$ cat src/rtl/muldiv_pkg.sv
// Operation encoding, station states and decode helpers shared by the
// multiply/divide reservation station and its datapath step.
package muldiv_pkg;

  typedef enum logic [2:0] {
    OP_MUL    = 3'd0,
    OP_MULH   = 3'd1,
    OP_MULHSU = 3'd2,
    OP_MULHU  = 3'd3,
    OP_DIV    = 3'd4,
    OP_DIVU   = 3'd5,
    OP_REM    = 3'd6,
    OP_REMU   = 3'd7
  } muldiv_op_t;

  typedef enum logic [1:0] {
    IDLE          = 2'd0,
    WAIT_OPERANDS = 2'd1,
    COMPUTE       = 2'd2,
    DONE          = 2'd3
  } station_state_t;

  function automatic logic is_div(input muldiv_op_t op);
    return op[2];
  endfunction

  function automatic logic is_rem(input muldiv_op_t op);
    case (op)
      OP_REM, OP_REMU: return 1'b1;
      default:         return 1'b0;
    endcase
  endfunction

  function automatic logic is_signed_a(input muldiv_op_t op);
    case (op)
      OP_MULH, OP_MULHSU, OP_DIV, OP_REM: return 1'b1;
      default:                            return 1'b0;
    endcase
  endfunction

  function automatic logic is_signed_b(input muldiv_op_t op);
    case (op)
      OP_MULH, OP_DIV, OP_REM: return 1'b1;
      default:                 return 1'b0;
    endcase
  endfunction

  function automatic logic wants_high(input muldiv_op_t op);
    case (op)
      OP_MULH, OP_MULHSU, OP_MULHU: return 1'b1;
      default:                      return 1'b0;
    endcase
  endfunction

endpackage

$ cat src/rtl/muldiv_step.sv
// One combinational iteration: shift-add multiply step (acc:quo shifts right)
// or restoring divide step (acc:quo shifts left, quotient bit enters quo).
module muldiv_step #(
  parameter int SIZE  = 32,
  parameter int IDX_W = 6
) (
  input  logic             is_div,
  input  logic [SIZE-1:0]  operand,
  input  logic [SIZE-1:0]  acc_in,
  input  logic [SIZE-1:0]  quo_in,
  input  logic [IDX_W-1:0] idx_in,
  output logic [SIZE-1:0]  acc_out,
  output logic [SIZE-1:0]  quo_out,
  output logic [IDX_W-1:0] idx_out
);

  logic [SIZE:0] sum_s;
  logic [SIZE:0] trial_s;

  // Select the multiply or divide update; trial_s[SIZE] set means the subtract underflowed.
  always_comb begin
    sum_s   = {1'b0, acc_in} + (quo_in[0] ? {1'b0, operand} : {(SIZE+1){1'b0}});
    trial_s = {acc_in, quo_in[SIZE-1]} - {1'b0, operand};
    idx_out = idx_in + {{(IDX_W-1){1'b0}}, 1'b1};
    if (!is_div) begin
      acc_out = sum_s[SIZE:1];
      quo_out = {sum_s[0], quo_in[SIZE-1:1]};
    end else if (!trial_s[SIZE]) begin
      acc_out = trial_s[SIZE-1:0];
      quo_out = {quo_in[SIZE-2:0], 1'b1};
    end else begin
      acc_out = {acc_in[SIZE-2:0], quo_in[SIZE-1]};
      quo_out = {quo_in[SIZE-2:0], 1'b0};
    end
  end

endmodule

$ cat src/rtl/muldiv_station.sv
// Multiply/divide reservation station: captures operands (preload or bus snoop),
// runs ITERATIONS_PER_CYCLE datapath steps per clock and holds the result until released.
module muldiv_station import muldiv_pkg::*; #(
  parameter int SIZE                 = 32,
  parameter int ITERATIONS_PER_CYCLE = 4,
  parameter int STATION_INDEX_SIZE   = 1,
  parameter int BUS_COUNT            = 1
) (
  input  logic                                  clock,
  input  logic                                  reset,
  input  logic                                  set_occupied,
  input  logic                                  reset_occupied,
  input  muldiv_op_t                            operation,
  input  logic                                  preload_a_value,
  input  logic                                  preload_b_value,
  input  logic [STATION_INDEX_SIZE-1:0]         a_source,
  input  logic [STATION_INDEX_SIZE-1:0]         b_source,
  input  logic [SIZE-1:0]                       preloaded_a_value,
  input  logic [SIZE-1:0]                       preloaded_b_value,
  input  logic [BUS_COUNT-1:0]                  bus_asserted,
  input  logic [STATION_INDEX_SIZE*BUS_COUNT-1:0] bus_source,
  input  logic [SIZE*BUS_COUNT-1:0]             bus_value,
  output logic                                  occupied,
  output logic                                  result_ready,
  output logic [SIZE-1:0]                       result
);

  localparam int TW    = STATION_INDEX_SIZE;
  localparam int IPC   = ITERATIONS_PER_CYCLE;
  localparam int IDX_W = $clog2(SIZE) + 1;
  localparam logic [IDX_W-1:0] IDX_ZERO = {IDX_W{1'b0}};
  localparam logic [IDX_W-1:0] LAST_IDX = IDX_W'(SIZE);
  localparam logic [SIZE-1:0]  ZERO     = {SIZE{1'b0}};
  localparam logic [SIZE-1:0]  ONES     = {SIZE{1'b1}};
  localparam logic [SIZE-1:0]  MIN_VAL  = {1'b1, {(SIZE-1){1'b0}}};

  // Lowest-indexed matching bus wins: scan downwards so the last hit written is the lowest.
  function automatic logic [SIZE:0] snoop(
    input logic [TW-1:0]           tag,
    input logic [BUS_COUNT-1:0]    valid,
    input logic [TW*BUS_COUNT-1:0] tags,
    input logic [SIZE*BUS_COUNT-1:0] values
  );
    logic [SIZE:0] hit;
    hit = {(SIZE+1){1'b0}};
    for (int i = BUS_COUNT - 1; i >= 0; i--) begin
      if (valid[i] && (tags[i*TW +: TW] == tag)) hit = {1'b1, values[i*SIZE +: SIZE]};
    end
    return hit;
  endfunction

  station_state_t   state_r, state_n;
  muldiv_op_t       op_r, op_n;
  logic [SIZE-1:0]  a_r, a_n, b_r, b_n;
  logic             a_have_r, a_have_n, b_have_r, b_have_n;
  logic [TW-1:0]    a_tag_r, a_tag_n, b_tag_r, b_tag_n;
  logic [SIZE-1:0]  acc_r, acc_n, quo_r, quo_n;
  logic [IDX_W-1:0] idx_r, idx_n;
  logic [SIZE-1:0]  result_r, result_n;
  logic             occupied_r, ready_r;

  logic [SIZE:0]    snoop_a_s, snoop_b_s;
  logic             sign_a_s, sign_b_s, neg_s, special_s;
  logic [SIZE-1:0]  mag_a_s, mag_b_s, special_val_s, computed_s;
  logic [2*SIZE-1:0] prod_s;

  assign snoop_a_s = snoop(set_occupied ? a_source : a_tag_r, bus_asserted, bus_source, bus_value);
  assign snoop_b_s = snoop(set_occupied ? b_source : b_tag_r, bus_asserted, bus_source, bus_value);

  assign sign_a_s = is_signed_a(op_r) & a_r[SIZE-1];
  assign sign_b_s = is_signed_b(op_r) & b_r[SIZE-1];
  assign neg_s    = sign_a_s ^ sign_b_s;
  assign mag_a_s  = sign_a_s ? (ZERO - a_r) : a_r;
  assign mag_b_s  = sign_b_s ? (ZERO - b_r) : b_r;

  // Divide by zero and signed MIN / -1 bypass the iterative datapath.
  always_comb begin
    special_s = is_div(op_r) &&
                ((b_r == ZERO) || (is_signed_b(op_r) && (a_r == MIN_VAL) && (b_r == ONES)));
    if (b_r == ZERO) begin
      special_val_s = is_rem(op_r) ? a_r : ONES;
    end else begin
      special_val_s = is_rem(op_r) ? ZERO : MIN_VAL;
    end
  end

  logic [SIZE-1:0]  acc_c [IPC+1];
  logic [SIZE-1:0]  quo_c [IPC+1];
  logic [IDX_W-1:0] idx_c [IPC+1];

  assign acc_c[0] = (idx_r == IDX_ZERO) ? ZERO : acc_r;
  assign quo_c[0] = (idx_r == IDX_ZERO) ? mag_a_s : quo_r;
  assign idx_c[0] = idx_r;

  for (genvar g = 0; g < IPC; g++) begin : g_chain
    muldiv_step #(.SIZE(SIZE), .IDX_W(IDX_W)) u_step (
      .is_div  (is_div(op_r)),
      .operand (mag_b_s),
      .acc_in  (acc_c[g]),
      .quo_in  (quo_c[g]),
      .idx_in  (idx_c[g]),
      .acc_out (acc_c[g+1]),
      .quo_out (quo_c[g+1]),
      .idx_out (idx_c[g+1])
    );
  end

  // Sign fix-up of the finished magnitude result and half selection.
  always_comb begin
    prod_s = neg_s ? ({2*SIZE{1'b0}} - {acc_c[IPC], quo_c[IPC]}) : {acc_c[IPC], quo_c[IPC]};
    if (!is_div(op_r)) begin
      computed_s = wants_high(op_r) ? prod_s[2*SIZE-1:SIZE] : prod_s[SIZE-1:0];
    end else if (is_rem(op_r)) begin
      computed_s = sign_a_s ? (ZERO - acc_c[IPC]) : acc_c[IPC];
    end else begin
      computed_s = neg_s ? (ZERO - quo_c[IPC]) : quo_c[IPC];
    end
  end

  // Next-state and datapath update; issue overrides release, both override the FSM.
  always_comb begin
    state_n  = state_r;
    op_n     = op_r;
    a_n      = a_r;
    b_n      = b_r;
    a_have_n = a_have_r;
    b_have_n = b_have_r;
    a_tag_n  = a_tag_r;
    b_tag_n  = b_tag_r;
    acc_n    = acc_r;
    quo_n    = quo_r;
    idx_n    = idx_r;
    result_n = result_r;
    case (state_r)
      IDLE: state_n = IDLE;
      WAIT_OPERANDS: begin
        if (!a_have_r && snoop_a_s[SIZE]) begin
          a_n      = snoop_a_s[SIZE-1:0];
          a_have_n = 1'b1;
        end else begin
          a_n = a_r;
        end
        if (!b_have_r && snoop_b_s[SIZE]) begin
          b_n      = snoop_b_s[SIZE-1:0];
          b_have_n = 1'b1;
        end else begin
          b_n = b_r;
        end
        state_n = (a_have_n && b_have_n) ? COMPUTE : WAIT_OPERANDS;
      end
      COMPUTE: begin
        if ((idx_r == IDX_ZERO) && special_s) begin
          result_n = special_val_s;
          state_n  = DONE;
        end else begin
          acc_n = acc_c[IPC];
          quo_n = quo_c[IPC];
          idx_n = idx_c[IPC];
          if (idx_c[IPC] == LAST_IDX) begin
            result_n = computed_s;
            state_n  = DONE;
          end else begin
            state_n = COMPUTE;
          end
        end
      end
      DONE:    state_n = DONE;
      default: state_n = IDLE;
    endcase
    if (set_occupied) begin
      op_n     = operation;
      a_tag_n  = a_source;
      b_tag_n  = b_source;
      a_have_n = preload_a_value | snoop_a_s[SIZE];
      b_have_n = preload_b_value | snoop_b_s[SIZE];
      a_n      = preload_a_value ? preloaded_a_value : snoop_a_s[SIZE-1:0];
      b_n      = preload_b_value ? preloaded_b_value : snoop_b_s[SIZE-1:0];
      idx_n    = IDX_ZERO;
      result_n = ZERO;
      state_n  = (a_have_n && b_have_n) ? COMPUTE : WAIT_OPERANDS;
    end else if (reset_occupied) begin
      a_have_n = 1'b0;
      b_have_n = 1'b0;
      idx_n    = IDX_ZERO;
      result_n = ZERO;
      state_n  = IDLE;
    end else begin
      result_n = result_n;
    end
  end

  // State and output registers; everything clears while reset is low.
  always_ff @(posedge clock or negedge reset) begin
    if (!reset) begin
      state_r    <= IDLE;
      op_r       <= OP_MUL;
      a_r        <= ZERO;
      b_r        <= ZERO;
      a_have_r   <= 1'b0;
      b_have_r   <= 1'b0;
      a_tag_r    <= {TW{1'b0}};
      b_tag_r    <= {TW{1'b0}};
      acc_r      <= ZERO;
      quo_r      <= ZERO;
      idx_r      <= IDX_ZERO;
      result_r   <= ZERO;
      occupied_r <= 1'b0;
      ready_r    <= 1'b0;
    end else begin
      state_r    <= state_n;
      op_r       <= op_n;
      a_r        <= a_n;
      b_r        <= b_n;
      a_have_r   <= a_have_n;
      b_have_r   <= b_have_n;
      a_tag_r    <= a_tag_n;
      b_tag_r    <= b_tag_n;
      acc_r      <= acc_n;
      quo_r      <= quo_n;
      idx_r      <= idx_n;
      result_r   <= result_n;
      occupied_r <= (state_n != IDLE);
      ready_r    <= (state_n == DONE);
    end
  end

  assign occupied     = occupied_r;
  assign result_ready = ready_r;
  assign result       = result_r;

endmodule

$ cat config.mk
export PLATFORM = sky130hd
export DESIGN_NAME = muldiv_station
export DESIGN_NICKNAME = d
export VERILOG_FILES = /design/src/rtl/muldiv_pkg.sv /design/src/rtl/muldiv_step.sv /design/src/rtl/muldiv_station.sv
export SDC_FILE = /design/constraint.sdc
export NUM_CORES = 2
export LEC_CHECK = 0
export CAP_MARGIN = 0
export CORE_MARGIN = 5
export CORE_UTILIZATION = 45
export CTS_BUF_LIST = sky130_fd_sc_hd__clkbuf_16
export CTS_CLUSTER_SIZE = 12
export DETAILED_ROUTE_END_ITERATION = 10
export SETUP_SLACK_MARGIN = 0.15
export SKIP_LAST_GASP = 1
export SLEW_MARGIN = 20
export SYNTH_ARGS = -nofsm -noshare
export SYNTH_HDL_FRONTEND = slang
export SYNTH_SLANG_ARGS = --single-unit
$ cat constraint.sdc
create_clock -name clock -period 20.2 [get_ports clock]
set_input_delay 4.04 -clock clock [delete_from_list [all_inputs] [get_ports clock]]
set_output_delay 4.04 -clock clock [all_outputs]
set_load 0.01 [all_outputs]
==> qor.txt <==
======================================================================================
Maximum clock frequency                                                       52.8 MHz
Worst clock skew                                                               22.9 ps
Number of distinct standard cells referenced by the synthesized netlist            104
Core Box Area                                                                61800 µm²
Register area share after synthesis                                              0.155
Clock Tree Buf Depth                                                                 2
Count of H-tree levels built during CTS                                              4
Post-synth EDFFs                                                                     0
Power density relative to cell area                                         156 nW/µm²
Predominant post-synthesis flop cell                                      sky130_fd_sc_hd__dfrtp_1
RSZ-0062 raised after global routing                                               yes
Detailed-route DRC error count                                                       0
Weighted congestion at the end of routability-driven global placement             1.07
Maximum fanout along the worst path                                                 23
First-pass DRT Iterations                                                            7
Post-synthesis mux area share                                                   0.0347
Minimum hold slack                                                              472 ps
Signal arrival time at the worst endpoint                                     19280 ps
Layout overhead on the synthesized area                                          12.3%
Dominant combinational cell family by area after synthesis                compound AO/OA/AOI/OAI gates
Critical path start-end classification                                         reg2reg
Startpoint class of the critical path                                             flop
Vias                                                                             31011
Share of post-route cells with drive strength above 1                           0.0678
Worst setup slack before clock tree synthesis                                   763 ps
Final setup violation count                                                          0
Number of top-level pins                                                           143
Initial antenna violation count                                                      4
Setup_tns                                                                         0 ps
Worst Setup End Kind                                                              flop
Synthesized-area fraction occupied by ao, oa, aoi and oai cells                  0.303
Simple logic cell fraction of the synthesized area                               0.243
Yosys warns                                                                          0
Initial core utilization                                                         0.456
CTS Buf Count                                                                       17
Via count normalized by instance count                                            6.31
Summed instance area of the synthesized netlist                              28200 µm²
Non-filler instance count after layout                                            4912
Final number of max-transition violations                                            0
Type of the worst min-delay path                                               reg2reg
Reported leakage power                                                         14.2 nW
Worst rel slew slack                                                             0.172
Final nets                                                                        4441
DIE HEIGHT                                                                      260 µm
Synth async-reset ratio                                                           1.00
Wire length reported by the detailed router                                     125 mm
Worst path required time                                                      20530 ps
Wire length of the first global-routing pass                                    185 mm
Antenna Violating Nets Remaining                                                     0
Fin crit share                                                                   0.938
Horiz. Die Dim                                                                  260 µm
Clock transition at path regs                                                    80 ps
Post-layout min period                                                        18940 ps
Worst-Skew Late Latency                                                         470 ps
Maximum number of pins on one net before global-route repair                       140
Number of hold-slack violations in the final timing report                           0
Clk sink count                                                                     175
Max-cap viol count                                                                   0
Gate Count Post-Synth                                                             3976
Worst-margin pin slew                                                          1230 ps
Adder-Cell Fraction of Synth Area                                                0.123
Detail Placement HPWL                                                           100 mm
Global router's overall resource usage                                           0.356
Slack of the critical path                                                     1260 ps
Synth Net Count                                                                   4357
Cell chosen for the clock root                                            sky130_fd_sc_hd__clkbuf_16
VDD IR max                                                                 0.0000926 V
Placement row count                                                                 91
Iteration-0 DRC count of the detailed router                                      3074
Number of global-route vias before repair                                        29333
Total of buffers placed on input and output ports                                  142
Final Util                                                                       0.511
Critical path buffers and inverters                                                  8
Worst path top cell family by delay                                       compound AO/OA/AOI/OAI gates
Clock tree from TritonCTS                                                          yes
Cells after DPL                                                                   4874
CTS Hold Bufs                                                                        0
#FFs+latches synth                                                                 175
Mean area per synthesized cell                                                7.08 µm²
Result of the run                                                         finished clean
Wirelength per Cell                                                            25.5 µm
Remaining Overflow, GRT                                                              0
Slowest cell delay on critical path                                             770 ps
Slowest stage cell, crit path                                             sky130_fd_sc_hd__nor4_1
Post-Synth XOR/XNOR Area                                                         0.100
Floorplan die area                                                           67700 µm²
======================================================================================
cell usage after synthesis, types with 19 or more instances:
cell type,count,share of area
sky130_fd_sc_hd__xnor2_1,193,0.060
sky130_fd_sc_hd__o21bai_1,30,0.0080
sky130_fd_sc_hd__inv_1,93,0.012
sky130_fd_sc_hd__nand4_1,38,0.0084
sky130_fd_sc_hd__o31ai_1,32,0.0085
sky130_fd_sc_hd__clkbuf_1,158,0.021
sky130_fd_sc_hd__nor4_1,23,0.0051
sky130_fd_sc_hd__a31oi_1,69,0.015
sky130_fd_sc_hd__o21a_1,42,0.011
sky130_fd_sc_hd__a21o_1,123,0.033
sky130_fd_sc_hd__mux2i_1,59,0.021
sky130_fd_sc_hd__and3_1,96,0.021
sky130_fd_sc_hd__o211ai_1,29,0.0077
sky130_fd_sc_hd__ha_1,264,0.12
sky130_fd_sc_hd__nor2b_1,40,0.0089
sky130_fd_sc_hd__dfrtp_1,175,0.16
sky130_fd_sc_hd__nor3_1,72,0.013
sky130_fd_sc_hd__a211oi_1,39,0.010
sky130_fd_sc_hd__a21oi_1,425,0.076
sky130_fd_sc_hd__buf_2,19,0.0034
sky130_fd_sc_hd__and2_1,57,0.013
sky130_fd_sc_hd__mux2_2,30,0.012
sky130_fd_sc_hd__xor2_1,129,0.040
sky130_fd_sc_hd__nor2_1,433,0.058
sky130_fd_sc_hd__nand2_1,489,0.065
sky130_fd_sc_hd__o21ai_0,344,0.061
sky130_fd_sc_hd__nand3_1,79,0.014
sky130_fd_sc_hd__nand2b_1,51,0.011
kinds of logic (layout without fill, tap and decap cells):
kind of cell,after synthesis,in the layout
AOI/OAI and AO/OA,1357,1357
and+or+nand+nor,1467,1467
xor gates and xnor gates,322,322
muxes,92,92
adders and majority gates,272,272
buffers and inverters,291,388
other,0,2
DFF,175,175
through the flow:
step / instance area, µm² / power, W
global route: 31600 / 0.00522
detailed placement: 30900 / 0.00440
CTS: 31500 / 0.00479
finish: 31600 / 0.00492
floorplan: 28200 / 0.00316
global placement: 30900 / 0.00443
worst min-delay path, delay by kind of cell (launching register included):
kind             cells  cell delay [ps]
and+or+nand+nor      2              100
DFF                  1              350
sequential cells by signal (all words and copies together), names as in the netlist, 2 cells and up:
name,count
acc_r,32
state_r,2
result,32
a_r,32
op_r,3
quo_r,32
idx_r,4
b_r,32
path summary, 6_finish.rpt:
| path | startpoint | to | slack [ps] | depth (start not counted) |
|---|---|---|---|---|
| min | result[0]$_DFFE_PN0P_ | result[0]$_DFFE_PN0P_ | 470 | 2 |
| max reg2reg | a_r[7]$_DFFE_PN0P_ | result[18]$_DFFE_PN0P_ | 1260 | 72 |
| min reg2reg | result[0]$_DFFE_PN0P_ | result[0]$_DFFE_PN0P_ | 470 | 2 |
| min in group asynchronous | reset | b_r[25]$_DFFE_PN0P_ | 3660 | 1 |
| max | a_r[7]$_DFFE_PN0P_ | result[18]$_DFFE_PN0P_ | 1260 | 72 |
| max in group asynchronous | reset | op_r[2]$_DFFE_PN0P_ | 14780 | 2 |
layout make-up:
type | count | area, µm²
fill | 6345 | 30200
multi-input combinational | 3510 | 22800
sequential | 175 | 4380
timing repair buffer | 263 | 2380
tap | 837 | 1050
clock buffer | 17 | 425
inverter | 93 | 352
clock inverter | 15 | 223
antenna | 2 | 5.00
metal layers:
metal | up-vias | global-route usage | wire length [µm]
met5 | - | 0 | 22
met2 | 1334 | 0.575 | 56400
met3 | 318 | 0.0455 | 8710
met1 | 14714 | 0.466 | 52100
li1 | 14641 | - | -
met4 | 4 | 0.187 | 8120
power by group:
part | internal, W | switching (W)
Combinational | 0.00146 | 0.00258
Clock | 0.000184 | 0.000187
Sequential | 0.000420 | 0.0000914
Total | 0.00206 | 0.00286
placed cells by master, fill, tap and decap left out, types with 10 or more instances in the layout:
master and instances:
sky130_fd_sc_hd__a22oi_1 16, sky130_fd_sc_hd__o21ai_1 13, sky130_fd_sc_hd__mux2i_1 58, sky130_fd_sc_hd__a211oi_1 38
sky130_fd_sc_hd__buf_4 118, sky130_fd_sc_hd__a21boi_0 15, sky130_fd_sc_hd__o31ai_1 32, sky130_fd_sc_hd__o21ai_0 342
sky130_fd_sc_hd__o21a_1 42, sky130_fd_sc_hd__nand2b_1 51, sky130_fd_sc_hd__nor2_1 432, sky130_fd_sc_hd__nand3_1 79
sky130_fd_sc_hd__nand2_1 488, sky130_fd_sc_hd__o21bai_1 30, sky130_fd_sc_hd__clkdlybuf4s50_1 141, sky130_fd_sc_hd__nor4_1 23
sky130_fd_sc_hd__nor3_1 70, sky130_fd_sc_hd__inv_1 92, sky130_fd_sc_hd__xnor2_1 191, sky130_fd_sc_hd__o41ai_1 12
sky130_fd_sc_hd__or3_1 17, sky130_fd_sc_hd__nor2b_1 39, sky130_fd_sc_hd__o221ai_1 10, sky130_fd_sc_hd__nand4_1 38
sky130_fd_sc_hd__mux2_2 30, sky130_fd_sc_hd__clkbuf_16 17, sky130_fd_sc_hd__a31oi_1 64, sky130_fd_sc_hd__a211o_1 12
sky130_fd_sc_hd__o211ai_1 29, sky130_fd_sc_hd__o2111ai_1 12, sky130_fd_sc_hd__o22ai_1 15, sky130_fd_sc_hd__and3_1 96
sky130_fd_sc_hd__ha_1 264, sky130_fd_sc_hd__a21o_1 123, sky130_fd_sc_hd__and2_1 55, sky130_fd_sc_hd__a21oi_1 421
sky130_fd_sc_hd__or2_2 16, sky130_fd_sc_hd__dfrtp_1 174, sky130_fd_sc_hd__xor2_1 128
what timing repair did:
| action | in CTS | in global routing |
|---|---|---|
| buffers inserted | 0 | 3 |
| hold endpoints to repair | 0 | 0 |
| resized for setup | 0 | 12 |
| setup endpoints to repair | 0 | 32 |
Power figures use the tool's default switching activity.
